[config.mk]
export PLATFORM = sky130hd
export DESIGN_NAME = rka_loader_flat
export DESIGN_NICKNAME = d
export VERILOG_FILES = /design/src/rtl/rka_loader_if.sv /design/src/rtl/rka_loader.sv /design/src/flat_wrapper.sv
export SDC_FILE = /design/constraint.sdc
export NUM_CORES = 1
export LEC_CHECK = 0
export CORE_ASPECT_RATIO = 0.6
export CORE_UTILIZATION = 60
export DETAILED_ROUTE_END_ITERATION = 7
export GPL_TIMING_DRIVEN = 0
export PLACE_DENSITY = 0.89
export REMOVE_ABC_BUFFERS = 1
export SYNTH_ARGS = -nofsm -noshare
export SYNTH_HDL_FRONTEND = slang
export SYNTH_SLANG_ARGS = --single-unit
[constraint.sdc]
create_clock -name clk -period 9.3 [get_ports clk]
set_input_delay 1.395 -clock clk [delete_from_list [all_inputs] [get_ports clk]]
set_output_delay 1.395 -clock clk [all_outputs]
set_load 0.05 [all_outputs]
[src/rtl/rka_loader_if.sv]
// rtl/rka_loader_if.sv - download channel, sram write port and status bundle for rka_loader
// master = loader side, slave = data_io / sram mux / host side.
interface rka_loader_if;
  logic        dl_active;
  logic        dl_wr;
  logic [7:0]  dl_data;
  logic        mem_ready;
  logic        mem_we;
  logic [15:0] mem_addr;
  logic [7:0]  mem_data;
  logic [15:0] start_addr;
  logic [15:0] end_addr;
  logic        busy;
  logic        done;
  logic        err_len;
  logic        err_cs;
  logic        err_ovr;

  modport master (
    input  dl_active, dl_wr, dl_data, mem_ready,
    output mem_we, mem_addr, mem_data, start_addr, end_addr,
    output busy, done, err_len, err_cs, err_ovr
  );

  modport slave (
    output dl_active, dl_wr, dl_data, mem_ready,
    input  mem_we, mem_addr, mem_data, start_addr, end_addr,
    input  busy, done, err_len, err_cs, err_ovr
  );
endinterface

[src/rtl/rka_loader.sv]
// rtl/rka_loader.sv - RKA tape image parser turning the download stream into CPU-address RAM writes
// Optional trailer checksum verification is enabled by defining RKA_CHECKSUM_EN.
module rka_loader #(
  parameter logic [7:0] SYNC_BYTE = 8'hE6,
  parameter int         MAX_PEND  = 1
) (
  input logic          clk,
  input logic          reset,
  rka_loader_if.master bus
);
  typedef enum logic [3:0] {
    S_IDLE, S_H0, S_H1, S_H2, S_H3, S_DATA, S_SYNC, S_CS_HI, S_CS_LO, S_DONE, S_ERR
  } state_t;

  state_t              state;
  logic                act_q;
  logic [MAX_PEND-1:0] pend;
  logic [15:0]         ptr;
  logic [15:0]         cnt;
  logic                rise;
  logic                fall;
  logic                in_image;
  logic                can_load;
  logic [15:0]         hdr_end;

  assign rise     = bus.dl_active & ~act_q;
  assign fall     = ~bus.dl_active & act_q;
  assign in_image = (state != S_IDLE) && (state != S_DONE) && (state != S_ERR);
  // The skid slot may be refilled in the same cycle the sram drains it.
  assign can_load = ~pend[0] | bus.mem_ready;
  assign hdr_end  = {bus.end_addr[15:8], bus.dl_data};
  assign bus.mem_we = pend[0];

`ifdef RKA_CHECKSUM_EN
  logic [15:0] cs_acc;
  logic [7:0]  cs_hi;
  logic [8:0]  lo_sum;
  assign lo_sum = {1'b0, cs_acc[7:0]} + {1'b0, bus.dl_data};
`else
  assign bus.err_cs = 1'b0;
`endif

  always_ff @(posedge clk or posedge reset) begin
    if (reset) begin
      state          <= S_IDLE;
      act_q          <= 1'b0;
      pend           <= '0;
      ptr            <= '0;
      cnt            <= '0;
      bus.mem_addr   <= '0;
      bus.mem_data   <= '0;
      bus.start_addr <= '0;
      bus.end_addr   <= '0;
      bus.busy       <= 1'b0;
      bus.done       <= 1'b0;
      bus.err_len    <= 1'b0;
      bus.err_ovr    <= 1'b0;
`ifdef RKA_CHECKSUM_EN
      cs_acc         <= '0;
      cs_hi          <= '0;
      bus.err_cs     <= 1'b0;
`endif
    end else begin
      act_q <= bus.dl_active;
      if (pend[0] && bus.mem_ready) pend <= '0;

      if (rise) begin
        // A new image discards anything still waiting in the write slot.
        state          <= S_H0;
        pend           <= '0;
        bus.busy       <= 1'b1;
        bus.done       <= 1'b0;
        bus.err_len    <= 1'b0;
        bus.err_ovr    <= 1'b0;
        bus.start_addr <= '0;
        bus.end_addr   <= '0;
`ifdef RKA_CHECKSUM_EN
        cs_acc         <= '0;
        bus.err_cs     <= 1'b0;
`endif
      end else if (fall && in_image) begin
        state       <= S_ERR;
        bus.err_len <= 1'b1;
        bus.busy    <= 1'b0;
      end else if (state == S_DONE) begin
        if (!pend[0]) begin
          state    <= S_IDLE;
          bus.done <= 1'b1;
          bus.busy <= 1'b0;
        end
      end else if (bus.dl_wr) begin
        case (state)
          S_H0: begin bus.start_addr[15:8] <= bus.dl_data; state <= S_H1; end
          S_H1: begin bus.start_addr[7:0]  <= bus.dl_data; state <= S_H2; end
          S_H2: begin bus.end_addr[15:8]   <= bus.dl_data; state <= S_H3; end
          S_H3: begin
            bus.end_addr[7:0] <= bus.dl_data;
            if (hdr_end < bus.start_addr) begin
              state       <= S_ERR;
              bus.err_len <= 1'b1;
              bus.busy    <= 1'b0;
            end else begin
              ptr   <= bus.start_addr;
              cnt   <= hdr_end - bus.start_addr;
              state <= S_DATA;
            end
          end
          S_DATA: begin
            if (can_load) begin
              pend         <= MAX_PEND'(1);
              bus.mem_addr <= ptr;
              bus.mem_data <= bus.dl_data;
              ptr          <= ptr + 16'd1;
              if (cnt == 16'd0) state <= S_SYNC;
              else              cnt   <= cnt - 16'd1;
`ifdef RKA_CHECKSUM_EN
              // The final data byte only feeds the low byte, without carry into hi.
              if (cnt == 16'd0) cs_acc[7:0] <= lo_sum[7:0];
              else cs_acc <= {cs_acc[15:8] + bus.dl_data + {7'd0, lo_sum[8]}, lo_sum[7:0]};
`endif
            end else begin
              bus.err_ovr <= 1'b1;
            end
          end
          S_SYNC: if (bus.dl_data == SYNC_BYTE) state <= S_CS_HI;
          S_CS_HI: begin
`ifdef RKA_CHECKSUM_EN
            cs_hi <= bus.dl_data;
`endif
            state <= S_CS_LO;
          end
          S_CS_LO: begin
`ifdef RKA_CHECKSUM_EN
            bus.err_cs <= ({cs_hi, bus.dl_data} != cs_acc);
`endif
            state <= S_DONE;
          end
          default: ;
        endcase
      end
    end
  end
endmodule
[src/flat_wrapper.sv]
// flat-port wrapper written by rule: the top's interface ports become plain ports
module rka_loader_flat 
#(
  parameter logic [7:0] SYNC_BYTE = 8'hE6,
  parameter int         MAX_PEND  = 1
)
  (clk, reset, bus_dl_active, bus_dl_wr, bus_dl_data, bus_mem_ready, bus_mem_we, bus_mem_addr, bus_mem_data, bus_start_addr, bus_end_addr, bus_busy, bus_done, bus_err_len, bus_err_cs, bus_err_ovr);
  rka_loader_if bus_i ();
  input logic clk;
  input logic reset;
  input wire logic [$bits(bus_i.dl_active)-1:0] bus_dl_active;
  input wire logic [$bits(bus_i.dl_wr)-1:0] bus_dl_wr;
  input wire logic [$bits(bus_i.dl_data)-1:0] bus_dl_data;
  input wire logic [$bits(bus_i.mem_ready)-1:0] bus_mem_ready;
  output wire logic [$bits(bus_i.mem_we)-1:0] bus_mem_we;
  output wire logic [$bits(bus_i.mem_addr)-1:0] bus_mem_addr;
  output wire logic [$bits(bus_i.mem_data)-1:0] bus_mem_data;
  output wire logic [$bits(bus_i.start_addr)-1:0] bus_start_addr;
  output wire logic [$bits(bus_i.end_addr)-1:0] bus_end_addr;
  output wire logic [$bits(bus_i.busy)-1:0] bus_busy;
  output wire logic [$bits(bus_i.done)-1:0] bus_done;
  output wire logic [$bits(bus_i.err_len)-1:0] bus_err_len;
  output wire logic [$bits(bus_i.err_cs)-1:0] bus_err_cs;
  output wire logic [$bits(bus_i.err_ovr)-1:0] bus_err_ovr;
  assign bus_i.dl_active = bus_dl_active;
  assign bus_i.dl_wr = bus_dl_wr;
  assign bus_i.dl_data = bus_dl_data;
  assign bus_i.mem_ready = bus_mem_ready;
  assign bus_mem_we = bus_i.mem_we;
  assign bus_mem_addr = bus_i.mem_addr;
  assign bus_mem_data = bus_i.mem_data;
  assign bus_start_addr = bus_i.start_addr;
  assign bus_end_addr = bus_i.end_addr;
  assign bus_busy = bus_i.busy;
  assign bus_done = bus_i.done;
  assign bus_err_len = bus_i.err_len;
  assign bus_err_cs = bus_i.err_cs;
  assign bus_err_ovr = bus_i.err_ovr;
  rka_loader #(.SYNC_BYTE(SYNC_BYTE), .MAX_PEND(MAX_PEND)) u_core (.clk(clk), .reset(reset), .bus(bus_i));
endmodule
==> summary.md <==
| Metric | Value |
|---|---|
| Seq/Total Area, Yosys | `44.0%` |
| Most frequent cells after synthesis | `dfrtp_1 (98), nand2_1 (84), o21ai_0 (72), a21oi_1 (55)` |
| Vias | `roughly 5.3k` |
| Status | `completed` |
| Logic pwr share | `57.9%` |
| Synth Register Bits | `98` |
| CP arrival | `around 5.5 ns` |
| Hold WC Path Type | `register to register` |
| Worst hold slack | `slightly above 0.5 ns` |
| Synth cell types | `between 60 and 70` |
| CP endpoint kind | `register` |
| Cts hold-fix bufs | `0` |
| Detailed Place HPWL | `~11000 um` |
| Vias in the first global route | `~5k` |
| Clock Latency Late Sink | `approximately 0.35 ns` |
| Cell count after synthesis | `between 600 and 700` |
| Number of setup buffers added after CTS | `0` |
| Final Cycle Share | `56.1%` |
| Seq pwr share | `roughly 28%` |
| Initial antenna violation count | `0` |
| DR pass1 iterations | `5` |
| Final setup fails | `0` |
| Number of remaining DRC errors | `0` |
| Routability Congestion | `0.865` |
| Layout cells sized above 1 | `under 10%` |
| CP max-delay cell | `a21boi_4` |
| Top cell type's share of synthesized area | `a little over two fifths` |
| Pint | `about 1400 uW` |
| Post-DRT Antenna Nets | `0` |
| Leakage power | `a little under 0.003 uW` |
| Largest net degree at the start of global routing | `53` |
| Ys flop type | `dfrtp_1` |
| Achievable frequency | `192 MHz` |
| Clock Tree Buf Depth | `2` |
| GRT overflow | `0` |
| Final hold vios | `0` |
| Clk root buf | `clkbuf_16` |
| Largest cells by area after synthesis | `dfrtp_1 (44%), o21ai_0 (6.5%), nand2_1 (5.7%)` |
| # H-tree levels | `3` |
| Core footprint | `approximately 9000 sq um` |
| Actual slew at the worst max-slew pin | `1.22 ns` |
| Max-slew violations | `0` |
| CP peak stage delay | `0.88 ns` |
| Number of vias per cell | `6.68` |
| Async SR Flop Fraction | `100%` |
| Global Route Usage Sum | `between 30% and 40%` |
| Ys Warns | `0` |
| CTS buffer count | `9` |
| EDFF count, synth | `0` |
| Minimum clock period | `5.22 ns` |
| VDD IR-drop max | `roughly 0.23 mV` |
| Horiz. Die Dim | `roughly 130 um` |
| Sw Share | `approximately 51%` |
| Post-synth top area cell | `dfrtp_1` |
| Nets | `709` |
| Required @ worst endpoint | `9.54 ns` |
| Sink Count | `around 100` |
| Die Area | `slightly below 10000 sq um` |
| RSZ-0062 raised after global routing | `no` |
| Layout area overhead | `20.0%` |
| CP max FO | `35` |
| Global-route wire length before repair | `about 26000 um` |
| Avg Cell Area, Syn | `a little under 9 sq um` |
| Clock power frac | `between 10% and 20%` |
| Switching power | `about 1500 uW` |
| Clock Skew | `roughly 0.0077 ns` |
| Initial core utilization | `63.8%` |
| Worst Reg2Reg Path Length in Cells | `9` |
| Top Ports | `between 70 and 80` |
| CP Cell Sequence | `clkdlybuf4s50_1 -> inv_1 -> ha_1 -> fa_1 -> nand2b_1 -> a21oi_1 -> a41oi_1 -> o21a_1 -> a21boi_4 -> o21ai_1 -> a22o_1` |
| Setup tns final | `0 ns` |
| Hold depth | `2` |
| Filler cells | `slightly above 600` |
| Most common cell in the netlist | `dfrtp_1` |
| Clk slew on worst S/H paths | `~0.070 ns` |
| Final wirelength | `between 15000 and 20000 um` |
| Post-CTS Resized | `0` |
| Die height | `~77 um` |
| Type of origin of the critical path | `input pin` |
| CTS tree | `yes` |
| Initial drt markers | `a little over 600` |
| Synthesized cell area | `~5600 sq um` |
| Ant diodes | `0` |
| Number of I/O port buffers | `73` |
| Wire per inst | `approximately 20 um` |
| Max-Cap Viols | `0` |
| Row cnt | `26` |
| Crit Path Class | `input pin to register` |
| PwrDens | `438 nW/um^2` |
| Max transition margin | `around a fifth` |
==> metal layers <==
metal	global-route usage (%)	part of all wire, %	vias up
met2	51.1	43	333
met5	0	0	-
met3	9.21	12	45
met4	11.0	1.7	0
li1	-	-	2354
met1	50.4	43	2572
==> flip-flops by register name, indices dropped and copies added, names as in the netlist, 4 cells and up <==
signal and flops:
u_core.state 4, u_core.bus.end_addr 16, u_core.bus.mem_data 8, u_core.bus.start_addr 16, u_core.bus.mem_addr 16, u_core.cnt 16, u_core.ptr 16
==> area by class of cell <==
class | count | area, sq um | share of cell area, %
Sequential cell | 98 | 2450 | 36.6
Clock inverter | 6 | 81.3 | 1.21
Tap cell | 112 | 140 | 2.09
Inverter | 30 | 115 | 1.72
Timing Repair Buffer | 75 | 769 | 11.5
Multi-Input combinational cell | 463 | 2900 | 43.3
Clock buffer | 10 | 239 | 3.57
==> critical path, delay by kind of cell <==
kind,cells,cell delay [ns]
adders and majority gates,2,0.63
and+or+nand+nor,1,0.18
AOI/OAI and AO/OA,6,2.58
buffers and inverters,2,0.64
==> stage by stage <==
step | std cells | setup slack (ns) | utilization (%) | power [uW] | cell area (sq um)
after global placement | 776 | 3.53 | 72.1 | 2420 | 6310
final | 794 | 4.08 | 76.5 | 2930 | 6690
after CTS | 794 | 4.21 | 76.4 | 2900 | 6690
after global routing | 794 | 3.89 | 76.5 | 3090 | 6690
after floorplan | 591 | 5.01 | - | 1960 | 5440
after detailed placement | 778 | 3.85 | 72.8 | 2490 | 6370
==> logic make-up after synthesis <==
group	after synthesis	synth area share, %
mux	26	5.29
buf+inv	63	4.46
simple gates	196	16.5
other cells	1	0.0672
xor+xnor	13	2.04
compound gates	208	23.3
flops	98	44.0
fa+ha+maj	19	4.40
==> placed cells by master, fill, tap and decap left out, types with 2 or more instances in the layout <==
cell type	n
a21o_1	5
ha_1	18
clkbuf_16	9
a21oi_1	55
inv_1	29
inv_8	3
o211ai_1	4
mux2_2	24
or4_1	3
a211oi_1	3
dfrtp_1	98
nor2b_1	8
nand3_1	16
nor3_1	12
a22o_1	3
a31oi_1	7
xor2_1	4
clkdlybuf4s50_1	73
nand2b_1	7
o22ai_1	10
o21ai_1	5
a2bb2oi_1	5
nand4_1	5
a22oi_1	4
xnor2_1	9
nor4b_1	2
and2_1	3
o221ai_1	3
o31ai_1	4
o21ai_0	72
nor4_1	4
nand2_1	84
o21a_1	6
and3_1	13
nor2_1	30
==> worst paths after layout <==
kind                                                      startpoint                                   to  slack (ns)
worst max-delay path                                  bus_dl_data[0]            u_core.cnt[0]$_DFFE_PP0P_        4.08
worst max register to register  u_core.bus.start_addr[0]$_DFFE_PP0P_            u_core.cnt[0]$_DFFE_PP0P_        5.26
max in group asynchronous                                      reset           u_core.cnt[14]$_DFFE_PP0P_        7.12
min in group asynchronous                                      reset  u_core.bus.mem_addr[13]$_DFFE_PP0P_        1.50
worst min register to register    u_core.bus.end_addr[4]$_DFFE_PP0P_   u_core.bus.end_addr[4]$_DFFE_PP0P_        0.51
worst min-delay path              u_core.bus.end_addr[4]$_DFFE_PP0P_   u_core.bus.end_addr[4]$_DFFE_PP0P_        0.51
==> power groups by stage <==
stage	Clock [uW]	Sequential [uW]	Combinational (uW)
final	403	832	1700
after detailed placement	0	825	1660
after global routing	417	856	1820
after floorplan	0	1150	806
after CTS	404	821	1670
after global placement	0	811	1610
Power figures use the tool's default switching activity.
==> patch 1, RTL diff (config.mk and constraints unchanged) <==
The 11 states of `state_t` get a Gray code encoding in 4 bits.
--- a/src/rtl/rka_loader.sv
+++ b/src/rtl/rka_loader.sv
@@ -9,7 +9,7 @@
   rka_loader_if.master bus
 );
   typedef enum logic [3:0] {
-    S_IDLE, S_H0, S_H1, S_H2, S_H3, S_DATA, S_SYNC, S_CS_HI, S_CS_LO, S_DONE, S_ERR
+    S_IDLE = 4'b0000, S_H0 = 4'b0001, S_H1 = 4'b0011, S_H2 = 4'b0010, S_H3 = 4'b0110, S_DATA = 4'b0111, S_SYNC = 4'b0101, S_CS_HI = 4'b0100, S_CS_LO = 4'b1100, S_DONE = 4'b1101, S_ERR = 4'b1111
   } state_t;
 
   state_t              state;
Formal check against the unedited RTL: same outputs for any inputs over 4 cycles, from zero or initial values and one cycle with reset high; so few cycles prove little.
==> patch 1 against the unedited design <==
  * Total power fell by 9.4%
  * Cell area rose by 1.5%
  * Synthesized area rose by 1.1%
  * Worst setup slack improved by 0.51 ns
  * Wire length fell by 2.8%
  * Sequential cell count did not move
  * Utilization rose by 0.57 points
  * Sequential share of layout area fell by 0.54 points
  * Combinational power fell by 15%
  * Via count fell by 0.96%
  * Critical path type unchanged
  * Critical endpoint is now u_core.cnt[15]$_DFFE_PP0P_
==> patch 1: results (changes against the unedited design) <==
The logs give 25.0% (+6.3 points) for the relative max-transition margin and 0.915 (+5.8%) for the weighted congestion reported at the end of routability-driven placement. The startpoint identified for the worst register-to-register timing path is u_core.state[0]$_DFFE_PP0P_. The proportion of layout cells with a drive suffix above 1 works out to 8.56% (+0.35 points).

Ranked by total cell area, the synthesized netlist is headed by sky130_fd_sc_hd__dfrtp_1, sky130_fd_sc_hd__o21ai_0, sky130_fd_sc_hd__mux2_2. The endpoint identified for the worst register-to-register timing path is u_core.cnt[15]$_DFFE_PP0P_. Share of the yosys chip area belonging to registers: 43.5% (-0.50 points).

The data arrival at the endpoint of the critical path is 4.95 ns (-0.50 ns), and the switching portion of total power is 47.6% (-3.0 points). The distinct cell type count after synthesis came out at 70 (+2.9%). The depth of the most critical reg-to-reg path was 6 (-3). End point of the critical path: u_core.cnt[15]$_DFFE_PP0P_.

The tools report the post-DP HPWL as 10900 um (-3.3%). Ranked by instance count, the synthesized netlist is headed by sky130_fd_sc_hd__dfrtp_1, sky130_fd_sc_hd__o21ai_0, sky130_fd_sc_hd__nand2_1, sky130_fd_sc_hd__a21oi_1, sky130_fd_sc_hd__nor2_1. The standard cell area after detailed placement is 6440 sq um (+1.2%). The number of global-route vias before repair came out at 4819 (-4.9%). For the global-route wire length before repair, the log shows 24900 um (-4.5%). The peak supply drop is 0.266 mV (+15%), and the maximum number of pins on one net before global-route repair is 51 (-3.8%). The detailed router's first-iteration violation count was 532 (-12%). The final worst clock skew is 0.00754 ns (-0.000158 ns).

Routed length per placed instance: 19.1 um (-5.3%). The run finished with clean final reports. The startpoint identified for the worst hold timing path is u_core.bus.mem_addr[8]$_DFFE_PP0P_. For the leakage power, the log shows 2.90 nW (-0.53%). The highest net fanout along the worst path is 18 (-49%). For the combined global-route utilization of all metal layers, the log shows 33.1% (-1.7 points).

The tools report the number of fill cells as 602 (-0.33%). The ratio of routed vias to standard cells is 6.45 (-3.5%). The total number of nets in the final design was 716 (+0.99%).
[patch 1: stage by stage]
step | hold slack (ns) | cells | total power, mW | setup slack [ns] | util (%)
after floorplan | 0.461 | 598 | 1.75 | 5.19 | -
after global placement | 0.480 | 797 | 2.13 | 3.27 | 72.3
after detailed placement | 0.483 | 799 | 2.19 | 4.23 | 73.1
after CTS | 0.505 | 815 | 2.63 | 4.62 | 77.1
after global routing | 0.520 | 815 | 2.80 | 4.33 | 77.1
final | 0.507 | 815 | 2.66 | 4.59 | 77.1
[patch 1: final cells by class]
class,instances,share of cell area (%)
clock buffers,9,3.31
flip-flops and latches,98,36.1
well taps,126,2.32
multi-input cells,463,42.8
clock inverters,7,1.80
repair buffers,75,11.6
inverters,37,2.08
[patch 1: critical path: stages]
cell and delay (ns):
sky130_fd_sc_hd__clkdlybuf4s50_1 0.57, sky130_fd_sc_hd__inv_1 0.12, sky130_fd_sc_hd__ha_1 0.22, sky130_fd_sc_hd__fa_1 0.39
sky130_fd_sc_hd__nand2b_1 0.19, sky130_fd_sc_hd__a21oi_1 0.21, sky130_fd_sc_hd__o211a_1 0.24, sky130_fd_sc_hd__a211o_1 0.20
sky130_fd_sc_hd__a21o_1 0.59, sky130_fd_sc_hd__nand2_1 0.39, sky130_fd_sc_hd__o41ai_1 0.41
[patch 1: routing by layer]
layer  GRT usage, %  share of wire, %  wire [um]  vias up
met5              0                 0          0        -
met4           9.17               1.0        162        0
met3           10.7                13       1950       23
met1           46.1                42       6610     2517
met2           49.7                44       6870      321
li1               -                 -          -     2392
[patch 1: power by group through the flow]
stage	Sequential [mW]	Clock [mW]	Combinational (mW)
2_1_floorplan	1.06	0	0.689
3_3_place_gp	0.760	0	1.37
3_5_place_dp	0.775	0	1.42
4_1_cts	0.770	0.436	1.43
5_1_grt	0.801	0.451	1.55
6_report	0.778	0.434	1.45
[patch 1: worst min path at each step]
stage / slack, ns / to / depth (start not counted)
detailed placement: 0.48 / u_core.bus.err_ovr$_DFFE_PP0P_ / 1
global route: 0.52 / u_core.bus.mem_addr[12]$_DFFE_PP0P_ / 1
global placement: 0.48 / u_core.cnt[9]$_DFFE_PP0P_ / 2
finish: 0.51 / u_core.bus.mem_addr[8]$_DFFE_PP0P_ / 1
floorplan: 0.46 / u_core.cnt[12]$_DFFE_PP0P_ / 2
CTS: 0.50 / u_core.cnt[9]$_DFFE_PP0P_ / 2
[patch 1: kinds of logic (layout without fill, tap and decap cells)]
kind of cell,Yosys count,count (layout),synth area share (%)
other,1,1,0.0665
muxes,30,30,5.90
buffers and inverters,71,128,5.30
DFF,98,98,43.5
and+or+nand+nor,197,197,18.0
AOI/OAI and AO/OA,207,207,21.6
adders and majority gates,19,19,4.35
xor gates and xnor gates,9,9,1.40
==> patch 2, RTL diff (same flow settings) <==
Without the edit above. The option `RKA_CHECKSUM_EN` is turned on by a define.
--- a/src/rtl/rka_loader.sv
+++ b/src/rtl/rka_loader.sv
@@ -1,5 +1,7 @@
 // rtl/rka_loader.sv - RKA tape image parser turning the download stream into CPU-address RAM writes
 // Optional trailer checksum verification is enabled by defining RKA_CHECKSUM_EN.
+`define RKA_CHECKSUM_EN
+
 module rka_loader #(
   parameter logic [7:0] SYNC_BYTE = 8'hE6,
   parameter int         MAX_PEND  = 1
Check against the original RTL: no difference found for any inputs over 4 cycles, from zero or initial values and one cycle with reset high; that may be too few to reach the edited logic, so the function may still have changed.
==> patch 2 against the unedited design <==
  * The flow now finishes with violations (DRC)
  * Utilization fell by 1.2 points
  * Synthesized area rose by 29%
  * Sequential cell count up 25
  * Wire length rose by 32%
  * Non-clock buffer count rose by 1
  * Cell area grew 29%
  * Combinational power grew 16%
  * First-iteration DRC count rose by 27%
  * Clock power increased by 73%
  * Worst setup slack got worse by 0.14 ns
  * Total power grew 27%
  * Count of clock-buffer cells in the layout is 10 higher
  * Register-to-register slack better by 0.05 ns
  * Critical path type unchanged
==> patch 2: results (changes against the unedited design) <==
The number of global-route vias before repair came out at 6271 (+24%). Standard cell area after detailed placement: 8040 sq um (+26%). The proportion of layout cells with a drive suffix above 1 was 10.9% (+2.7 points). The launching element of the worst setup path was bus_dl_data[1]. The ratio of total power to cell area is 430 nW/um^2 (-1.8%).

The run finished, with violations left. The H-tree depth reported by CTS is 4 (+1). The maximum number of pins on one net before global-route repair is 79 (+49%), and the detailed router's first-iteration violation count is 768 (+27%).

Ranked by instance count, the synthesized netlist is headed by sky130_fd_sc_hd__dfrtp_1, sky130_fd_sc_hd__nand2_1, sky130_fd_sc_hd__o21ai_0, sky130_fd_sc_hd__a21oi_1, sky130_fd_sc_hd__mux2_2. The number of instances in the synthesized netlist is 769 (+23%), and the post-DP HPWL is 14400 um (+28%). The logs give 63 (-7.4%) for the distinct cell type count after synthesis and 2.00 mW (+38%) for the internal power. Count of buffers inserted at the top-level ports: 74 (+1.4%).

The met1 usage in global routing was 48.4% (-2.0 points). The logs give 8 (+3) for the total iterations of the first detailed-routing run and 5.68 ns (+0.23 ns) for the data arrival at the endpoint of the critical path. Peak supply drop: 0.245 mV (+6.0%). The relative max-transition margin was 22.4% (+3.7 points). Power in sequential cells: 1.05 mW (+26%).

The run gives 972 (+25%) as the number of placed instances, taps included. The checks that failed: DRC. The total via count after detailed routing was 6586 (+24%). The logic gate share of total power was 53.1% (-4.8 points). The post-detailed-route DRC marker count is 2 (+2). The met2 usage in global routing came out at 53.5% (+2.4 points). The total number of nets in the final design is 880 (+24%).
## patch 2: changes by cell type after synthesis, sizes merged, moves of 9 or more
cell and change:
and3 -10, dfrtp +25, ha +14, inv +10, mux2 +25, nand3 +16, nor2 +14, o21ai -9
xnor2 +9
## patch 2: final cells by class
cell class / count / area (sq um)
clock buffers: 20 / 437
clock inverters: 12 / 173
fillers: 810 / 2830
inverters: 40 / 155
multi-input cells: 573 / 3820
flip-flops and latches: 123 / 3080
well taps: 160 / 200
repair buffers: 76 / 788
## patch 2: logic make-up after synthesis
family / count (synthesis) / share of synthesized area, %
XOR/XNOR: 26 / 3.17
multiplexers: 51 / 7.98
flip-flops: 123 / 42.8
AND/OR/NAND/NOR: 243 / 16.5
buffers and inverters: 73 / 4.15
adder cells (fa/ha/maj): 36 / 6.69
AO/OA/AOI/OAI: 217 / 18.6
## patch 2: worst register-to-register path, delay by kind of cell, from the launching register on
kind            cells  cell delay, ns
compound gates     11            1.77
fa+ha+maj           3            1.08
simple gates        3            0.44
flops               1            0.37
xor+xnor            1            0.17
buf+inv             1            0.06
## patch 2: per-layer routing
metal	vias up	part of all wire, %
li1	2906	-
met1	3152	42
met2	462	44
met3	66	12
met4	0	2.7
met5	-	0
## patch 2: final timing paths
path	to	slack (ns)	cells after the start
worst max-delay path	u_core.cs_acc[15]$_DFFE_PP0P_	3.95	19
worst min-delay path	u_core.bus.mem_addr[15]$_DFFE_PP0P_	0.50	1
worst max register to register	u_core.cs_acc[15]$_DFFE_PP0P_	5.31	19
worst min register to register	u_core.bus.mem_addr[15]$_DFFE_PP0P_	0.50	1
max in group asynchronous	u_core.bus.mem_we$_DFF_PP0_	7.19	3
min in group asynchronous	u_core.bus.mem_data[5]$_DFFE_PP0P_	1.37	2
